<file path="src/rtl/vga_render.sv">
// VGA timing generator and pixel colouriser: divides clk_100mhz down to the pixel rate,
// produces sync/blanking and maps the game-loop pixel category to an RGB444 colour.
module vga_render #(
    parameter int unsigned CLK_DIV      = 4,
    parameter int unsigned H_VISIBLE    = 640,
    parameter int unsigned H_FP         = 16,
    parameter int unsigned H_SYNC       = 96,
    parameter int unsigned H_BP         = 48,
    parameter int unsigned V_VISIBLE    = 480,
    parameter int unsigned V_FP         = 10,
    parameter int unsigned V_SYNC       = 2,
    parameter int unsigned V_BP         = 33,
    parameter logic [11:0] COLOR_NONE   = 12'h000,
    parameter logic [11:0] COLOR_WALL   = 12'h888,
    parameter logic [11:0] COLOR_TANK   = 12'h0F0,
    parameter logic [11:0] COLOR_BULLET = 12'hF00,
    parameter logic [11:0] COLOR_OTHER  = 12'hF0F
) (
    input  logic        clk_100mhz,
    input  logic        rst,
    input  logic [3:0]  category,
    output logic [9:0]  pixel_x,
    output logic [9:0]  pixel_y,
    output logic [3:0]  vga_r,
    output logic [3:0]  vga_g,
    output logic [3:0]  vga_b,
    output logic        vga_hs,
    output logic        vga_vs,
    output logic        video_on,
    output logic        frame_tick,
    output logic [15:0] frame_cnt
);

    localparam int unsigned PH_W      = (CLK_DIV > 1) ? $clog2(CLK_DIV) : 1;
    localparam int unsigned H_TOTAL   = H_VISIBLE + H_FP + H_SYNC + H_BP;
    localparam int unsigned V_TOTAL   = V_VISIBLE + V_FP + V_SYNC + V_BP;
    localparam int unsigned HS_START  = H_VISIBLE + H_FP;
    localparam int unsigned HS_END    = H_VISIBLE + H_FP + H_SYNC - 1;
    localparam int unsigned VS_START  = V_VISIBLE + V_FP;
    localparam int unsigned VS_END    = V_VISIBLE + V_FP + V_SYNC - 1;
    // Outputs are sampled mid-pixel so category (1 clk behind the counters) has settled.
    localparam int unsigned SAMPLE_PH = (CLK_DIV > 2) ? 2 : CLK_DIV - 1;

    logic [PH_W-1:0] ph_q, ph_d;
    logic [9:0]      h_cnt_q, h_cnt_d;
    logic [9:0]      v_cnt_q, v_cnt_d;
    logic [15:0]     frame_cnt_q, frame_cnt_d;
    logic            frame_tick_q, frame_tick_d;
    logic [11:0]     rgb_q, rgb_d;
    logic            hs_q, hs_d;
    logic            vs_q, vs_d;
    logic            video_on_q, video_on_d;

    logic            ph_end, h_end, v_end, visible;
    logic [11:0]     color;

    // Pixel phase, raster counters and frame bookkeeping.
    always_comb begin
        ph_d         = ph_q + PH_W'(1);
        h_cnt_d      = h_cnt_q;
        v_cnt_d      = v_cnt_q;
        frame_cnt_d  = frame_cnt_q;
        frame_tick_d = 1'b0;

        ph_end = (ph_q >= PH_W'(CLK_DIV - 1));
        h_end  = (h_cnt_q >= 10'(H_TOTAL - 1));
        v_end  = (v_cnt_q >= 10'(V_TOTAL - 1));

        if (ph_end) begin
            ph_d = '0;
            if (h_end) begin
                h_cnt_d = '0;
                if (v_end) begin
                    v_cnt_d      = '0;
                    frame_tick_d = 1'b1;
                    frame_cnt_d  = frame_cnt_q + 16'd1;
                end else begin
                    v_cnt_d = v_cnt_q + 10'd1;
                end
            end else begin
                h_cnt_d = h_cnt_q + 10'd1;
            end
        end
    end

    // Colour and sync decode, captured once per pixel at the sample phase.
    always_comb begin
        rgb_d      = rgb_q;
        hs_d       = hs_q;
        vs_d       = vs_q;
        video_on_d = video_on_q;

        visible = (h_cnt_q < 10'(H_VISIBLE)) && (v_cnt_q < 10'(V_VISIBLE));

        case (category)
            4'd0:    color = COLOR_NONE;
            4'd1:    color = COLOR_WALL;
            4'd2:    color = COLOR_TANK;
            4'd3:    color = COLOR_BULLET;
            default: color = COLOR_OTHER;
        endcase

        if (ph_q == PH_W'(SAMPLE_PH)) begin
            rgb_d      = visible ? color : 12'h000;
            video_on_d = visible;
            hs_d       = !((h_cnt_q >= 10'(HS_START)) && (h_cnt_q <= 10'(HS_END)));
            vs_d       = !((v_cnt_q >= 10'(VS_START)) && (v_cnt_q <= 10'(VS_END)));
        end
    end

    always_ff @(posedge clk_100mhz) begin
        if (rst) begin
            ph_q         <= '0;
            h_cnt_q      <= '0;
            v_cnt_q      <= '0;
            frame_cnt_q  <= '0;
            frame_tick_q <= 1'b0;
            rgb_q        <= '0;
            hs_q         <= 1'b1;
            vs_q         <= 1'b1;
            video_on_q   <= 1'b0;
        end else begin
            ph_q         <= ph_d;
            h_cnt_q      <= h_cnt_d;
            v_cnt_q      <= v_cnt_d;
            frame_cnt_q  <= frame_cnt_d;
            frame_tick_q <= frame_tick_d;
            rgb_q        <= rgb_d;
            hs_q         <= hs_d;
            vs_q         <= vs_d;
            video_on_q   <= video_on_d;
        end
    end

    assign pixel_x    = h_cnt_q;
    assign pixel_y    = v_cnt_q;
    assign vga_r      = rgb_q[11:8];
    assign vga_g      = rgb_q[7:4];
    assign vga_b      = rgb_q[3:0];
    assign vga_hs     = hs_q;
    assign vga_vs     = vs_q;
    assign video_on   = video_on_q;
    assign frame_tick = frame_tick_q;
    assign frame_cnt  = frame_cnt_q;

endmodule

</file>
<file path="config.mk">
export PLATFORM = sky130hd
export DESIGN_NAME = vga_render
export DESIGN_NICKNAME = d
export VERILOG_FILES = /design/src/rtl/vga_render.sv
export SDC_FILE = /design/constraint.sdc
export NUM_CORES = 1
export LEC_CHECK = 0
export BUFFER_PORTS_ARGS = -buffer_cell sky130_fd_sc_hd__buf_2
export CAP_MARGIN = 10
export CORE_MARGIN = 2
export CORE_UTILIZATION = 25
export CTS_CLUSTER_SIZE = 20
export DETAILED_ROUTE_END_ITERATION = 8
export GPL_TIMING_DRIVEN = 0
export PLACE_DENSITY_LB_ADDON = 0.05
export SYNTH_ARGS = -nofsm -noshare
export SYNTH_HDL_FRONTEND = slang
export SYNTH_SLANG_ARGS = --single-unit
</file>
<file path="constraint.sdc">
create_clock -name clk_100mhz -period 2.05 [get_ports clk_100mhz]
set_input_delay 0.1025 -clock clk_100mhz [delete_from_list [all_inputs] [get_ports clk_100mhz]]
set_output_delay 0.1025 -clock clk_100mhz [all_outputs]
set_load 0.005 [all_outputs]
</file>
==> impl_metrics.sql <==
INSERT INTO impl_metrics (metric_group, metric, value, unit) VALUES
('clock_network', 'cts_tree', 'built', ''),
('clock_network', 'cts.htree.levels', '2', ''),
('timing', 'slew_violations', '0', ''),
('timing', 'finalHoldWorstSlack', '0.1172', 'ns'),
('logic_synthesis', 'synthesis.yosys.warnings', '0', ''),
('route', 'drt_wl_total', '7214', 'µm'),
('route', 'remaining_drc_errors', '0', ''),
('global_routing', 'grt_first_pass_wirelength', '12050', 'µm'),
('route', 'first_pass_detailed_route_iteration_total', '4', ''),
('final_layout', 'numnets_final', '378', ''),
('place', 'detailed_place_hpwl', '5188', 'µm'),
('route', 'avgRoutedWirePerCell', '14.46', 'µm'),
('place', 'place.port_buffers', '57', ''),
('critical_path', 'crit_path_capture_type', 'register', ''),
('global_routing', 'grt_start_max_net_pins', '16', ''),
('clock_network', 'ctsHoldBuffers', '0', ''),
('route', 'drt-vias-per-instance', '4.780', ''),
('floorplanning', 'die-height', '104.0', 'µm'),
('global_routing', 'grt_pass1_vias', '2365', ''),
('global_routing', 'global_route.usage.total', '0.1365', ''),
('power_and_ir_drop', 'power.density_cell_area', '563.2', 'nW/µm²'),
('logic_synthesis', 'synth_async_sr_flop_share', '0', ''),
('timing', 'worstMarginPinSlew', '0.6034', 'ns'),
('logic_synthesis', 'synth_area_per_cell', '8.454', 'µm²'),
('logic_synthesis', 'synth_enable_flop_cells', '0', ''),
('logic_synthesis', 'synthDominantAreaCellType', 'sky130_fd_sc_hd__dfxtp_1', ''),
('logic_synthesis', 'synth_area', '2502', 'µm²'),
('floorplanning', 'die_width', '104.0', 'µm'),
('timing', 'fin_tns_setup', '0', 'ns'),
('place', 'gp_routability_congestion', '0.7222', ''),
('final_layout', 'fillCellCount', '1072', ''),
('route', 'detailroute.via_count', '2385', ''),
('final_layout', 'fraction_of_final_layout_cells_with_drive_strength_greater_than_1', '0.3005', ''),
('critical_path', 'arrival_time_reported_for_the_critical_path_endpoint', '2.15', 'ns'),
('timing', 'min_period_over_period', '0.9525', ''),
('logic_synthesis', 'synth.top_cells.by_area', 'sky130_fd_sc_hd__dfxtp_1 38%, sky130_fd_sc_hd__mux2_2 4.5%, sky130_fd_sc_hd__nor2_1 4.5%, sky130_fd_sc_hd__a21oi_1 3.8%, sky130_fd_sc_hd__ha_1 3.5%', ''),
('clock_network', 'cts_made_buffers', '5', ''),
('clock_network', 'worstSkewPairLatency', '0.31', 'ns'),
('final_layout', 'n_antenna_cell', '0', ''),
('run', 'drv.max_cap_violation_count', '0', ''),
('logic_synthesis', 'postSynthRegisterBits', '48', ''),
('critical_path', 'crit_required', '2.25', 'ns'),
('timing', 'setup_viol', '0', ''),
('final_layout', 'final_area', '3209', 'µm²'),
('clock_network', 'clockRootBuffer', 'sky130_fd_sc_hd__clkbuf_8', ''),
('final_layout', 'area_delta_synth_final', '28.25', '%'),
('timing', 'final_period_minus_worst_setup_slack', '1.953', 'ns'),
('logic_synthesis', 'syn-instance-count', '296', ''),
('global_routing', 'grt_antenna_before_repair', '0', ''),
('floorplanning', 'placement_rows', '36', ''),
('logic_synthesis', 'seq_area_frac_synth', '0.3840', ''),
('floorplanning', 'core-area', '9729', 'µm²'),
('clock_network', 'numClockSinks', '48', ''),
('global_routing', 'grt_overflow_total', '0', ''),
('route', 'detailedRoute.firstIterationViolations', '67', ''),
('logic_synthesis', 'yosys_most_used_dff', 'sky130_fd_sc_hd__dfxtp_1', ''),
('worst_hold_path', 'min_path_type', 'input port to register', ''),
('timing', 'maxSlewHeadroom', '0.5873', ''),
('floorplanning', 'design.portCount', '58', ''),
('timing', 'rsz0062_at_grt', 'yes', ''),
('critical_path', 'timing_worst_setup_path_type', 'register to register', ''),
('clock_network', 'clk_pin_slew', '0.09', 'ns'),
('floorplanning', 'fp.dieArea', '10830', 'µm²'),
('logic_synthesis', 'synthesized_net_count', '309', ''),
('route', 'ant_nets', '0', ''),
('place', 'detailed_place.area', '2954', 'µm²'),
('logic_synthesis', 'synth_common_cells', '48 x sky130_fd_sc_hd__dfxtp_1, 30 x sky130_fd_sc_hd__nor2_1, 19 x sky130_fd_sc_hd__a21oi_1, 19 x sky130_fd_sc_hd__nand2_1, 18 x sky130_fd_sc_hd__inv_1', ''),
('critical_path', 'startpoint_type', 'register', ''),
('logic_synthesis', 'synth_cell_type_count', '42', ''),
('clock_network', 'cts.path.max_buffers', '2', ''),
('timing', 'clock_skew', '0.01026', 'ns'),
('timing', 'max_freq', '512.1', 'MHz'),
('power_and_ir_drop', 'ir_drop', '0.3088', 'mV'),
('logic_synthesis', 'netlist.area_leader.share', '0.3840', ''),
('logic_synthesis', 'synth.most_common_cell', 'sky130_fd_sc_hd__dfxtp_1', ''),
('outcome', 'run_status', 'finished, final reports clean', ''),
('critical_path', 'worst-path-max-fanout', '10', ''),
('timing', 'finalHoldViolations', '0', ''),
('power_and_ir_drop', 'static-leakage-power', '1.287', 'nW'),
('floorplanning', 'start_util', '0.2572', '');
routing by layer:
metal / GRT usage / share of wire
met5: 0 / 0
met4: 0.03282 / 0.0091
met3: 0.02757 / 0.039
met1: 0.1702 / 0.46
met2: 0.2411 / 0.49
final timing paths:
path,from,end,slack (ns),cells after the start
setup / recovery,pixel_x[1],frame_cnt[15],0.1,6
hold / removal,category[1],rgb_q[6],0.12,3
setup reg to reg,pixel_x[1],frame_cnt[15],0.1,6
hold reg to reg,ph_q[0],ph_q[0],0.44,1
logic make-up after synthesis:
group,Yosys count,synth area share
DFF,48,0.3840
AOI/OAI and AO/OA,50,0.1380
buffers and inverters,38,0.08100
xor gates and xnor gates,9,0.03150
muxes,10,0.04500
adders and majority gates,7,0.03500
and+or+nand+nor,134,0.2855
flip-flops by register name, summed over array words and instances (netlist names):
register / cells
frame_cnt: 16
frame_tick: 1
video_on: 1
ph_q: 2
pixel_x: 10
pixel_y: 10
vga_hs: 1
vga_vs: 1
rgb_q: 6
layout make-up:
type                    instances  area [µm²]  area share
multi-input cells             210        1428      0.4448
flip-flops and latches         48       965.9      0.3010
repair buffers                 62       335.3      0.1045
well taps                     133       166.4     0.05185
plain buffers                  20       135.1     0.04211
clock buffers                   5       68.82     0.02144
inverters                      18       67.56     0.02105
clock inverters                 3       42.54     0.01326
timing repair:
| action | in CTS | in global routing |
|---|---|---|
| setup buffers | 1 | 4 |
| pin swaps | 1 | 1 |
| gates resized for setup | 9 | 9 |
| endpoints found under the setup margin | 15 | 12 |
placed cells by master (no fill, tap or decap), types with 3 or more instances in the layout:
master,count
sky130_fd_sc_hd__nand2_1,19
sky130_fd_sc_hd__or4_1,5
sky130_fd_sc_hd__nor2b_1,10
sky130_fd_sc_hd__xnor2_1,5
sky130_fd_sc_hd__clkbuf_8,5
sky130_fd_sc_hd__mux2_2,10
sky130_fd_sc_hd__xor2_1,4
sky130_fd_sc_hd__dfxtp_1,44
sky130_fd_sc_hd__buf_4,12
sky130_fd_sc_hd__dfxtp_2,4
sky130_fd_sc_hd__nor4_2,4
sky130_fd_sc_hd__a21oi_1,19
sky130_fd_sc_hd__nor3_1,10
sky130_fd_sc_hd__nand3_1,11
sky130_fd_sc_hd__buf_6,4
sky130_fd_sc_hd__nand4_1,10
sky130_fd_sc_hd__o21ai_0,6
sky130_fd_sc_hd__o31ai_1,5
sky130_fd_sc_hd__or3_1,7
sky130_fd_sc_hd__nand2b_1,6
sky130_fd_sc_hd__and2_1,3
sky130_fd_sc_hd__o32ai_1,6
sky130_fd_sc_hd__clkbuf_1,8
sky130_fd_sc_hd__and3_1,7
sky130_fd_sc_hd__buf_2,57
sky130_fd_sc_hd__ha_1,6
sky130_fd_sc_hd__nor2_1,30
sky130_fd_sc_hd__inv_1,18
metrics by stage:
step / setup WS [ns] / instances / power (mW) / utilization
after floorplan: 0.1631 / 296 / 1.061 / -
after global placement: -0.1176 / 486 / 1.113 / 0.3036
after detailed placement: -0.1368 / 486 / 1.116 / 0.3036
after CTS: 0.03327 / 495 / 1.843 / 0.3198
after global routing: -0.006213 / 499 / 1.903 / 0.3299
final: 0.09737 / 499 / 1.807 / 0.3299
power by group:
part	internal, mW	switching (mW)
Combinational	0.0544	0.0743
Clock	0.362	0.354
Sequential	0.950	0.0124
worst max-delay path: stages (launching register included):
cell and delay [ns]:
sky130_fd_sc_hd__dfxtp_2 0.38, sky130_fd_sc_hd__ha_2 0.23, sky130_fd_sc_hd__nand4_4 0.16, sky130_fd_sc_hd__a21bo_4 0.28, sky130_fd_sc_hd__buf_6 0.16, sky130_fd_sc_hd__nor4_4 0.28
sky130_fd_sc_hd__mux2_2 0.36
(Power assumes the default switching activity.)
